$ cat config.mk
export PLATFORM = sky130hd
export DESIGN_NAME = dash_alert_sched
export DESIGN_NICKNAME = d
export VERILOG_FILES = /design/src/rtl/dash_pkg.sv /design/src/rtl/dash_tick_gen.sv /design/src/rtl/dash_alert_sched.sv
export SDC_FILE = /design/constraint.sdc
export NUM_CORES = 1
export LEC_CHECK = 0
export ABC_CLOCK_PERIOD_IN_PS = 3900
export CAP_MARGIN = 20
export CORE_ASPECT_RATIO = 0.5
export CORE_MARGIN = 5
export CORE_UTILIZATION = 51
export CTS_BUF_LIST = sky130_fd_sc_hd__clkbuf_4 sky130_fd_sc_hd__clkbuf_8 sky130_fd_sc_hd__clkbuf_16
export CTS_CLUSTER_DIAMETER = 100
export DETAILED_ROUTE_END_ITERATION = 7
export PLACE_DENSITY = 0.82
export SLEW_MARGIN = 20
export SYNTH_ARGS = -nofsm -noshare
export SYNTH_HDL_FRONTEND = slang
export SYNTH_SLANG_ARGS = --single-unit
$ cat constraint.sdc
create_clock -name clock -period 3.9 [get_ports clock]
set_input_delay 0.585 -clock clock [delete_from_list [all_inputs] [get_ports clock]]
set_output_delay 0.585 -clock clock [all_outputs]
set_load 0.01 [all_outputs]
$ cat src/rtl/dash_pkg.sv
// Shared types, default timing constants and sizing helpers for the
// dashboard alert scheduler.
package dash_pkg;

  typedef enum logic [2:0] {
    IDLE,
    BELT_GRACE,
    BELT_ALERT,
    DOOR_ALERT,
    MUTED
  } state_e;

  typedef enum logic [1:0] {
    ALERT_NONE = 2'd0,
    ALERT_BELT = 2'd1,
    ALERT_DOOR = 2'd2
  } alert_class_e;

  localparam int unsigned DEF_CLK_HZ       = 50_000_000;
  localparam int unsigned DEF_TICK_HZ      = 4;
  localparam int unsigned DEF_BELT_GRACE_S = 5;
  localparam int unsigned DEF_ALERT_MAX_S  = 60;
  localparam int unsigned DEF_N_DOORS      = 4;
  localparam int unsigned DEF_N_BELTS      = 2;
  localparam int unsigned DEF_TICK_DIV     = DEF_CLK_HZ / DEF_TICK_HZ;

  // Bits needed to hold values 0..max_val (at least one bit).
  function automatic int unsigned cnt_width(input int unsigned max_val);
    return (max_val < 1) ? 1 : $clog2(max_val + 1);
  endfunction

endpackage

$ cat src/rtl/dash_tick_gen.sv
// Free-running prescaler producing a one-clock tick every DIV clocks.
module dash_tick_gen import dash_pkg::*; #(
  parameter int unsigned DIV = DEF_TICK_DIV
) (
  input  logic clock,
  input  logic reset_n,
  output logic tick
);

  localparam int unsigned CNT_W = cnt_width(DIV - 1);
  localparam logic [CNT_W-1:0] LAST = CNT_W'(DIV - 1);
  localparam logic [CNT_W-1:0] ONE  = CNT_W'(1);

  logic [CNT_W-1:0] cnt_q, cnt_d;
  logic             tick_q, tick_d;

  always_comb begin
    cnt_d  = (cnt_q == LAST) ? '0 : cnt_q + ONE;
    tick_d = (cnt_q == LAST);
  end

  always_ff @(posedge clock or negedge reset_n) begin
    if (!reset_n) begin
      cnt_q  <= '0;
      tick_q <= 1'b0;
    end else begin
      cnt_q  <= cnt_d;
      tick_q <= tick_d;
    end
  end

  assign tick = tick_q;

endmodule

$ cat src/rtl/dash_alert_sched.sv
// Shares the cabin buzzer between door-open and belt-unfastened alerts,
// with belt grace period, alert time-out, driver mute and door priority.
module dash_alert_sched import dash_pkg::*; #(
  parameter int unsigned CLK_HZ       = DEF_CLK_HZ,
  parameter int unsigned TICK_HZ      = DEF_TICK_HZ,
  parameter int unsigned BELT_GRACE_S = DEF_BELT_GRACE_S,
  parameter int unsigned ALERT_MAX_S  = DEF_ALERT_MAX_S,
  parameter int unsigned N_DOORS      = DEF_N_DOORS,
  parameter int unsigned N_BELTS      = DEF_N_BELTS
) (
  input  logic               clock,
  input  logic               reset_n,
  input  logic               ignition,
  input  logic               moving,
  input  logic [N_DOORS-1:0] door_open,
  input  logic [N_BELTS-1:0] belt_open,
  input  logic               ack,
  output logic               buzzer,
  output logic [N_DOORS-1:0] door_led,
  output logic [N_BELTS-1:0] belt_led,
  output logic [1:0]         alert_class
);

  localparam int unsigned TICK_DIV    = CLK_HZ / TICK_HZ;
  localparam int unsigned GRACE_TICKS = BELT_GRACE_S * TICK_HZ;
  localparam int unsigned MAX_TICKS   = ALERT_MAX_S * TICK_HZ;
  localparam int unsigned CNT_W       =
    cnt_width((GRACE_TICKS > MAX_TICKS) ? GRACE_TICKS : MAX_TICKS);
  localparam logic [CNT_W-1:0] GRACE_LOAD = CNT_W'(GRACE_TICKS);
  localparam logic [CNT_W-1:0] MAX_LOAD   = CNT_W'(MAX_TICKS);
  localparam logic [CNT_W-1:0] CNT_ONE    = CNT_W'(1);

  logic tick;

  dash_tick_gen #(
    .DIV (TICK_DIV)
  ) u_tick (
    .clock   (clock),
    .reset_n (reset_n),
    .tick    (tick)
  );

  // Input register stage; belt_prev_q holds the previous belt sample for edge detect.
  logic               ign_q, mov_q, ack_q;
  logic [N_DOORS-1:0] door_q;
  logic [N_BELTS-1:0] belt_q, belt_prev_q;

  always_ff @(posedge clock or negedge reset_n) begin
    if (!reset_n) begin
      ign_q       <= 1'b0;
      mov_q       <= 1'b0;
      ack_q       <= 1'b0;
      door_q      <= '0;
      belt_q      <= '0;
      belt_prev_q <= '0;
    end else begin
      ign_q       <= ignition;
      mov_q       <= moving;
      ack_q       <= ack;
      door_q      <= door_open;
      belt_q      <= belt_open;
      belt_prev_q <= belt_q;
    end
  end

  logic door_c, belt_c, belt_new;

  assign door_c   = ign_q & mov_q & (|door_q);
  assign belt_c   = ign_q & (|belt_q);
  assign belt_new = |(belt_q & ~belt_prev_q);

  state_e             state_q, state_d;
  logic [CNT_W-1:0]   cnt_q, cnt_d;
  logic               phase_q, phase_d;
  logic               half_q, half_d;
  logic               buzzer_q, buzzer_d;
  logic [N_DOORS-1:0] door_led_q, door_led_d;
  logic [N_BELTS-1:0] belt_led_q, belt_led_d;
  alert_class_e       alert_q, alert_d;

  // Next state, counters and beep phase; outputs derive from next state.
  always_comb begin
    state_d = state_q;
    cnt_d   = cnt_q;
    phase_d = phase_q;
    half_d  = half_q;

    case (state_q)
      IDLE: begin
        if (door_c) begin
          state_d = DOOR_ALERT;
        end else if (belt_c) begin
          state_d = BELT_GRACE;
          cnt_d   = GRACE_LOAD;
        end
      end
      BELT_GRACE: begin
        if (door_c) begin
          state_d = DOOR_ALERT;
        end else if (!belt_c) begin
          state_d = IDLE;
        end else if (tick) begin
          if (cnt_q == CNT_ONE) begin
            state_d = BELT_ALERT;
            cnt_d   = MAX_LOAD;
          end else begin
            cnt_d = cnt_q - CNT_ONE;
          end
        end
      end
      BELT_ALERT: begin
        if (door_c) begin
          state_d = DOOR_ALERT;
        end else if (!belt_c) begin
          state_d = IDLE;
        end else if (ack_q) begin
          state_d = MUTED;
        end else if (tick) begin
          if (cnt_q == CNT_ONE) begin
            state_d = MUTED;
          end else begin
            cnt_d  = cnt_q - CNT_ONE;
            half_d = ~half_q;
            if (half_q) phase_d = ~phase_q;
          end
        end
      end
      DOOR_ALERT: begin
        if (!door_c) begin
          state_d = IDLE;
        end else if (tick) begin
          phase_d = ~phase_q;
        end
      end
      MUTED: begin
        if (door_c) begin
          state_d = DOOR_ALERT;
        end else if (!belt_c) begin
          state_d = IDLE;
        end else if (belt_new) begin
          state_d = BELT_ALERT;
          cnt_d   = MAX_LOAD;
        end
      end
      default: state_d = IDLE;
    endcase

    if (state_d == IDLE) cnt_d = '0;

    // Every fresh alert starts with the buzzer on.
    if ((state_d != state_q) && ((state_d == DOOR_ALERT) || (state_d == BELT_ALERT))) begin
      phase_d = 1'b1;
      half_d  = 1'b0;
    end

    buzzer_d   = ((state_d == DOOR_ALERT) || (state_d == BELT_ALERT)) & phase_d;
    alert_d    = (state_d == DOOR_ALERT) ? ALERT_DOOR :
                 (state_d == BELT_ALERT) ? ALERT_BELT : ALERT_NONE;
    door_led_d = ((state_d == DOOR_ALERT) && !phase_d) ? '0 : door_q;
    belt_led_d = belt_q & {N_BELTS{ign_q}};
  end

  always_ff @(posedge clock or negedge reset_n) begin
    if (!reset_n) begin
      state_q    <= IDLE;
      cnt_q      <= '0;
      phase_q    <= 1'b0;
      half_q     <= 1'b0;
      buzzer_q   <= 1'b0;
      door_led_q <= '0;
      belt_led_q <= '0;
      alert_q    <= ALERT_NONE;
    end else begin
      state_q    <= state_d;
      cnt_q      <= cnt_d;
      phase_q    <= phase_d;
      half_q     <= half_d;
      buzzer_q   <= buzzer_d;
      door_led_q <= door_led_d;
      belt_led_q <= belt_led_d;
      alert_q    <= alert_d;
    end
  end

  assign buzzer      = buzzer_q;
  assign door_led    = door_led_q;
  assign belt_led    = belt_led_q;
  assign alert_class = alert_q;

endmodule

==> metrics.csv, run 1 <==
metric;value;unit
wl_per_cell;15.4;µm
rsz0062_at_grt;false;
num_io_pins;20;
drtAntennaViolNets;0;
postCtsSetupBuffers;0;
ys.warnings.count;0;
syn-num-nets;278;
htreeDepth;3;
fin_crit_sh;75.2;%
die_h;61.2;µm
synthMuxAreaShare;1.31;%
syn_avg_cell_area;10.1;µm²
first_pass_iters;4;
synthCells;264;
post_synth_num_cell_types;44;
p_total;1.38;mW
ctsResizeCount;0;
ctsHoldBuffers;0;
cp-end-kind;flop;
die-area;0.00688;mm²
yosys.area_share.simple;22.0;%
relSlewSlack;38.6;%
seq_area_frac_synth;54.2;%
grt_antenna_before_repair;0;
syn2layout_area_growth;18.1;%
cellLeakagePower;1.38;nW
multi_input_area;0.00116;mm²
synth_fa_ha_area_share;1.78;%
cap_violations;0;
cts-root-buf;clkbuf_8;
r2r_cells;6;
fin_skew;9.20;ps
dr.first_iter.drc_count;128;
p_per_area;438;mW/mm²
cts_tree;done;
grt_max_degree;37;
cts_made_buffers;9;
fin_ws;967;ps
start_kind;flop;
crit_fanout;8;
synth_flop_cell;dfrtp_1;
critPathKind;reg -> reg;
port_buffers;19;
post-route-min-period;2930;ps
synth-seq-cells;58;
post-place-ws;1010;ps
async_flop_share;100;%
synth_top_family_by_area;simple AND/OR/NAND/NOR gates;
clk_path_buf_depth;2;
place_inst;350;
required;4110;ps
gp_congestion;0.972;
wirelength;5630;µm
die_w;112;µm
irDropWorstVdd;0.237;mV
rows;18;
final-instance-count-excl-fill;366;
synth_area;0.00268;mm²
dp_hpwl;3840;µm
synth_compound_area_share;10.3;%
grt_pass1_wl;9900;µm
synthXorXnorAreaFrac;7.85;%
hold_violations;0;
grt-ovfl-total;0;
regArea;0.00145;mm²
synth_edf_count;0;
final_nets;305;
totalNegativeSetupSlack;0;ps
worst_slew_pin_slew;909;ps
cts_num_sinks;58;
grtUsageTotal;18.8;%
vias;2031;
finalMaxSlewViolations;0;
start_util;53.5;%
drive_gt1_share;9.12;%
grt_pass1_vias;2121;
finalSetupViolCount;0;
path_clk_slew;70;ps
arrival;3140;ps
diodes;0;
drc;0;
vias_per_cell;5.55;
clk_latency;340;ps
fmax;0.341;GHz
status;complete, no violations;
worstHoldPathType;in -> async;
fillers;378;
core;0.00500;mm²
==> cell type report <==
type | count | share of cell area (%)
clock buffers | 14 | 5.50
clock inverters | 2 | 1.11
inverters | 13 | 1.54
multi-input cells | 188 | 36.8
flip-flops and latches | 58 | 45.9
well taps | 70 | 2.77
repair buffers | 21 | 6.33
==> flip-flops by register name, indices dropped and copies added (netlist names), 2 cells and up <==
| name | cells |
|---|---|
| u_tick.cnt_q | 24 |
| door_q | 4 |
| alert_class | 2 |
| belt_prev_q | 2 |
| belt_q | 2 |
| belt_led | 2 |
| door_led | 4 |
| state_q | 3 |
| cnt_q | 8 |
==> cell families after synthesis <==
group,Yosys count
flip-flops,58
XOR/XNOR,24
multiplexers,3
AO/OA/AOI/OAI,43
buffers and inverters,18
AND/OR/NAND/NOR,114
adder cells (fa/ha/maj),4
==> cells in the mapped netlist, drive strengths merged (3+ instances only) <==
master | n | area share (%)
nor2 | 35 | 4.9
nor2b | 4 | 0.93
nand3 | 14 | 2.6
xnor2 | 14 | 4.6
nand2 | 18 | 2.5
dfrtp | 58 | 54
clkbuf | 5 | 0.70
or4 | 3 | 1.1
and3 | 5 | 1.2
nor4 | 4 | 0.93
o21ai | 11 | 2.1
inv | 13 | 1.8
a21oi | 14 | 2.6
nand2b | 3 | 0.70
ha | 3 | 1.4
a21boi | 4 | 1.1
nor3 | 10 | 2.3
xor2 | 10 | 3.3
nand4 | 7 | 1.6
==> final timing paths <==
check	to	from	slack [ps]
worst min-delay path	door_q[3]	reset_n	210
worst max register to register	cnt_q[4]	cnt_q[2]	970
max in group asynchronous	u_tick.cnt_q[17]	reset_n	2830
worst max-delay path	cnt_q[4]	cnt_q[2]	970
worst min register to register	belt_prev_q[0]	belt_q[0]	440
min in group clock	belt_prev_q[0]	belt_q[0]	440
==> layer usage <==
layer | vias up | track usage (%) | part of all wire [%]
li1 | 980 | - | -
met1 | 969 | 21.5 | 43
met2 | 71 | 32.2 | 49
met3 | 11 | 7.46 | 6.0
met4 | 0 | 8.73 | 1.9
met5 | - | 0 | 0
==> cells in the final DEF, fill, tap and decap left out, types with 5 or more instances in the layout <==
| master | n |
|---|---|
| dfrtp_1 | 58 |
| nor2_1 | 35 |
| nand2_1 | 18 |
| clkdlybuf4s50_1 | 18 |
| nand3_1 | 14 |
| xnor2_1 | 14 |
| a21oi_1 | 14 |
| inv_1 | 13 |
| o21ai_0 | 11 |
| clkbuf_8 | 11 |
| xor2_1 | 10 |
| nor3_1 | 9 |
| nand4_1 | 7 |
| and3_1 | 5 |
==> critical path, cell delays in order, from the launching register on <==
cell,delay [ps]
dfrtp_1,440
or4_4,550
or4_4,540
mux2_4,320
a221o_1,450
nor3_4,390
nor3_1,120
==> per-stage QoR <==
step                      instance area [µm²]  util, %  hold WS (ps)
after global routing                     3160     63.2           242
after floorplan                          2680        -           289
after detailed placement                 2950     59.0           428
after CTS                                3160     63.2           216
after global placement                   2950     59.0           417
final                                    3160     63.2           215
==> power breakdown <==
part | leakage [nW] | switching [mW] | internal [mW]
registers | 0.746 | 0.0257 | 0.624
clock network | 0.111 | 0.226 | 0.351
logic | 0.525 | 0.0883 | 0.0688
No activity file was read; power rests on OpenSTA's default activity.
==> inputs of run 2 (changes only) <==
Settings changed: ABC_CLOCK_PERIOD_IN_PS 3900 to 2460, PLACE_DENSITY 0.82 to 0.85.
Clock period 3.9 ns to 2.46 ns, I/O delays scaled along.
==> run 2 against run 1 <==
Net effect: the flow now finishes with violations (setup timing); clock skew rose by 3.1 ps; via count rose by 11%; register-to-register slack got worse by 1100 ps.
==> metrics.csv, run 2 (synthesis results as in run 1) <==
metric;value;unit;change
arrival;2800;ps;-340 ps
drc;0;;unchanged
cts_num_sinks;58;;unchanged
path_common_cell;or4_4;;
die_h;61.2;µm;unchanged
rr_endpoint;cnt_q[6];;
worstHoldPathType;in -> async;;
status;finished, violations left;;
clk_path_buf_depth;2;;unchanged
reg2reg_from;cnt_q[3];;
place_inst;368;;+5.1%
critPathKind;reg -> reg;;
start_kind;flop;;
final-instance-count-excl-fill;386;;+5.5%
first_pass_iters;5;;+1
rsz0062_at_grt;true;;
core;0.00500;mm²;unchanged
required;2680;ps;-1430 ps
cap_violations;0;;unchanged
irDropWorstVdd;0.361;mV;+52%
cp-end-kind;flop;;
post-place-ws;-121;ps;-1130 ps
cpLargestDelayFamily;simple AND/OR/NAND/NOR gates;;
grt_max_degree;59;;+59%
mostFrequentLayoutCells;58 x dfrtp_1, 35 x nor2_1, 20 x buf_4;;
rows;18;;unchanged
grt_antenna_before_repair;0;;unchanged
post-route-min-period;2580;ps;-356 ps
finalMaxSlewViolations;0;;unchanged
die-area;0.00688;mm²;unchanged
ctsHoldBuffers;0;;unchanged
gp_congestion;0.865;;-11%
crit_fanout;4;;-4
port_buffers;19;;unchanged
p_per_area;648;mW/mm²;+48%
violations;setup timing;;
worst_slew_pin_slew;939;ps;+30.0 ps
clk_latency;350;ps;about the same
vias_per_cell;5.84;;+5.3%
max_stage_delay;550;ps;about the same
grt-ovfl-total;0;;unchanged
r2r_cells;7;;+1
drtAntennaViolNets;0;;unchanged
finalSetupViolCount;11;;+11
path_clk_slew;60;ps;about the same
reg_top3;u_tick.cnt_q: 24 flops, cnt_q: 8 flops;;
cp_slowest_cell;or4_4;;
cts_tree;done;;
layout.cells.most_common;dfrtp_1;;
regMostFlops;u_tick.cnt_q;;
final_nets;325;;+6.6%
cts_made_buffers;9;;unchanged
path_cells;or4_4 -> or4_4 -> mux2_4 -> a221o_1 -> nor3_4 -> buf_6 -> nor3_2;;
fillers;339;;-10%
grt_pass1_vias;2298;;+8.3%
drive_gt1_share;16.8;%;+7.7 points
vias;2255;;+11%
relSlewSlack;36.6;%;-2.0 points
die_w;112;µm;unchanged
fin_ws;-117;ps;-1080 ps
htreeDepth;3;;unchanged
r2r_slack;-120;ps;-1080 ps
critPathBufInv;1;;+1
largest_register_ffs;24;;unchanged
final_util;66.9;%;+3.7 points
cts-root-buf;clkbuf_8;;
start_util;53.5;%;unchanged
grt_pass1_wl;10900;µm;+10%
diodes;0;;unchanged
dp_hpwl;3990;µm;+3.9%
grtUsageTotal;20.7;%;+1.9 points
hold_violations;0;;unchanged
fin_skew;12.3;ps;+3.11 ps
wl_per_cell;16.9;µm;+10%
cellLeakagePower;1.47;nW;+6.4%
num_io_pins;20;;unchanged
dr.first_iter.drc_count;216;;+69%
totalNegativeSetupSlack;-999;ps;-999 ps
wirelength;6530;µm;+16%
fmax;0.388;GHz;+14%
p_total;2.17;mW;+57%
syn2layout_area_growth;25.0;%;
fin_crit_sh;105;%;+30 points
-- run 2: cell count changes in the layout (fill, tap and decap cells not counted), sizes merged --
| cell | change |
|---|---|
| clkinv | +1 |
| clkbuf | -2 |
| bufinv | -1 |
| clkinvlp | +2 |
| buf | +20 |
-- run 2: stage by stage --
stage | hold slack [ps] | cell area [µm²]
global route | 25.4 | 3350
detailed placement | 393 | 3100
finish | 4.88 | 3350
global placement | 384 | 3100
CTS | 13.0 | 3310
floorplan | 73.4 | 2680
-- run 2: how the worst max path moves through the flow --
| stage | from | endpoint | slack (ps) | cells past startpoint |
|---|---|---|---|---|
| 6_report | cnt_q[3] | cnt_q[6] | -120 | 7 |
| 5_1_grt | cnt_q[3] | cnt_q[2] | -150 | 7 |
| 4_1_cts | cnt_q[3] | cnt_q[2] | -90 | 7 |
| 3_5_place_dp | cnt_q[3] | cnt_q[6] | -120 | 6 |
| 3_3_place_gp | cnt_q[3] | cnt_q[6] | -50 | 6 |
| 2_1_floorplan | cnt_q[3] | cnt_q[6] | -30 | 6 |
-- run 2: area by class of cell --
cell class	instances	area [µm²]	area share, %
flip-flops and latches	58	1450	43.4
multi-input cells	188	1200	35.9
repair buffers	41	367	11.0
clock buffers	12	165	4.94
well taps	70	87.6	2.62
inverters	13	48.8	1.46
clock inverters	4	25.0	0.748
-- run 2: report_power, final --
part | switching (mW) | internal [mW]
clock network | 0.398 | 0.444
registers | 0.0216 | 0.989
logic | 0.175 | 0.141
total | 0.595 | 1.57
-- run 2: repair_timing --
| item | CTS | global route |
|---|---|---|
| setup buffers | 2 | 0 |
| setup endpoints to repair | 9 | 16 |
| gates resized for setup | 2 | 6 |
| pin swaps | 1 | 2 |
-- run 2: per-layer routing --
layer | GRT usage (%) | vias up | part of all wire [%]
met5 | 0 | - | 0
met1 | 22.5 | 1139 | 40
met4 | 12.7 | 0 | 3.2
li1 | - | 1017 | -
met2 | 37.4 | 78 | 53
met3 | 6.28 | 21 | 4.2
==> inputs of run 3 (changes only) <==
Settings changed: ABC_CLOCK_PERIOD_IN_PS 2460 to 2300.
Clock period 2.46 ns to 2.3 ns, I/O delays scaled along.
==> run 3 against run 2 <==
Net effect: the flow still finishes with violations (setup timing); clock power is 26% higher; register-to-register slack worse by 140 ps; routed wire length is 6.1% higher; sequential power is 8% higher; first-iteration DRC count is 24% lower; clock-buffer cell count is 1 lower; maximum frequency is 0.93% higher; core utilization is 2.9 points higher; flip-flop and latch count stayed put; final area is 4.3% higher; die area stayed put; via count is 0.58% higher; critical endpoint is now cnt_q[0]; largest cell class unchanged.
==> metrics.csv, run 3 (synthesis results as in run 1) <==
metric;value;unit;change
port_buffers;19;;unchanged
fin_crit_sh;111;%;+6.3 points
totalNegativeSetupSlack;-2930;ps;-1930 ps
post-route-min-period;2550;ps;-23.8 ps
critPathKind;reg -> reg;;
core;0.00500;mm²;unchanged
pwr-share-seq;42.9;%;-3.7 points
drive_gt1_share;19.7;%;+2.9 points
diodes;0;;unchanged
fillers;321;;-5.3%
wl_met1;2840;µm;+8.8%
min_from;ack;;
r2r_cells;7;;unchanged
die_h;61.2;µm;unchanged
grt_pass1_vias;2361;;+2.7%
place_inst;375;;+1.9%
worstHoldPathType;in -> reg;;
mostFrequentLayoutCells;58 x dfrtp_1, 33 x nor2_1, 27 x buf_4;;
syn2layout_area_growth;30.3;%;
grt_pass1_wl;11100;µm;+1.5%
cellLeakagePower;1.54;nW;+5.0%
finalSetupViolCount;17;;+6
dr.first_iter.drc_count;164;;-24%
p_total;2.53;mW;+17%
worstHoldEndpoint;ack_q;;
final_nets;334;;+2.8%
grtUsageTotal;21.1;%;+0.42 points
fin_ws;-253;ps;-136 ps
gp_congestion;0.923;;+6.7%
power_switching;651;µW;+9.4%
dr_wl_met3;468;µm;+70%
comb_power_share;15.3;%;+0.7 points
arrival;2780;ps;-20 ps
rr_endpoint;cnt_q[0];;
grt-ovfl-total;0;;unchanged
grt_max_degree;59;;unchanged
drtAntennaViolNets;0;;unchanged
fmax;0.392;GHz;+0.93%
p_per_area;726;mW/mm²;+12%
rsz0062_at_grt;true;;
drc;0;;unchanged
placed_cell_area;0.00315;mm²;+1.7%
layout.cells.most_common;dfrtp_1;;
grt_antenna_before_repair;0;;unchanged
relSlewSlack;48.9;%;+12 points
rows;18;;unchanged
wl_per_cell;17.5;µm;+3.7%
cap_violations;0;;unchanged
clk_latency;350;ps;about the same
htreeDepth;3;;unchanged
reg2reg_from;cnt_q[3];;
start_util;53.5;%;unchanged
irDropWorstVdd;0.378;mV;+4.8%
cts_tree;done;;
regMostFlops;u_tick.cnt_q;;
highest_layer;met4;;
first_pass_iters;4;;-1
hold_violations;0;;unchanged
final-instance-count-excl-fill;395;;+2.3%
wirelength;6930;µm;+6.1%
stdcell_area;0.00349;mm²;+4.3%
start_kind;flop;;
vias;2268;;+0.58%
dp_hpwl;4130;µm;+3.4%
crit_fanout;6;;+2
num_io_pins;20;;unchanged
die-area;0.00688;mm²;unchanged
required;2520;ps;-160 ps
whs_path_depth;1;;
path_clk_slew;70;ps;about the same
switching_share;25.7;%;-1.7 points
cts_made_buffers;9;;unchanged
status;finished, violations left;;
reg_top3;u_tick.cnt_q: 24 flops, cnt_q: 8 flops;;
internal_power;1.88;mW;+20%
die_w;112;µm;unchanged
violations;setup timing;;
finalMaxSlewViolations;0;;unchanged
cts_num_sinks;58;;unchanged
cts-root-buf;clkbuf_8;;
worst_slew_pin_slew;756;ps;-183 ps
r2r_slack;-250;ps;-140 ps
fin_skew;13.4;ps;+1.09 ps
largest_register_ffs;24;;unchanged
clk_path_buf_depth;2;;unchanged
met2_length;3440;µm;-0.26%
cp-end-kind;flop;;
holdWs;437;ps;+432 ps
clockPowerShare;41.8;%;+3.0 points
vias_per_cell;5.74;;-1.7%
run 3: how the worst max path moves through the flow:
stage	start	end	slack [ps]	cells after the start
2_1_floorplan	cnt_q[3]	cnt_q[6]	-190	6
3_3_place_gp	cnt_q[3]	cnt_q[4]	-170	7
3_5_place_dp	cnt_q[3]	cnt_q[2]	-220	7
4_1_cts	cnt_q[3]	cnt_q[4]	-210	7
5_1_grt	cnt_q[3]	cnt_q[0]	-310	7
6_report	cnt_q[3]	cnt_q[0]	-250	7
run 3: layer usage:
layer,GRT usage [%],vias up
li1,-,1036
met1,23.7,1115
met2,37.6,96
met3,6.87,21
met4,11.1,0
met5,0,-
run 3: power groups by stage:
stage | Clock [mW] | Sequential (mW) | Combinational [mW]
floorplan | 0 | 1.11 | 0.173
global placement | 0 | 1.10 | 0.318
detailed placement | 0 | 1.10 | 0.332
CTS | 1.06 | 1.08 | 0.358
global route | 1.12 | 1.09 | 0.418
finish | 1.06 | 1.09 | 0.387
run 3: repair_timing:
| action | CTS | global route |
|---|---|---|
| pin swaps | 2 | 0 |
| buffers inserted | 2 | 1 |
| resized for setup | 6 | 13 |
| endpoints found under the setup margin | 16 | 17 |
| endpoints found under the hold margin | 27 | 0 |
| hold buffers | 1 | 0 |
run 3: critical path, stage by stage (launching register included):
cell     delay (ps)
dfrtp_1         370
or4_4           550
or4_4           440
mux2_4          310
a221o_1         360
nor3_4          180
buf_6           160
a21oi_1          60
run 3: cell type report:
class,instances,area (µm²),share of cell area (%)
clock buffers,11,145,4.16
flip-flops and latches,58,1450,41.6
well taps,70,87.6,2.51
repair buffers,50,440,12.6
inverters,13,51.3,1.47
multi-input cells,188,1230,35.4
clock inverters,5,77.6,2.22
run 3: stage by stage:
stage	setup WS [ps]	util (%)
floorplan	-191	-
global placement	-173	63.0
detailed placement	-215	63.0
CTS	-210	68.7
global route	-310	69.8
finish	-253	69.8
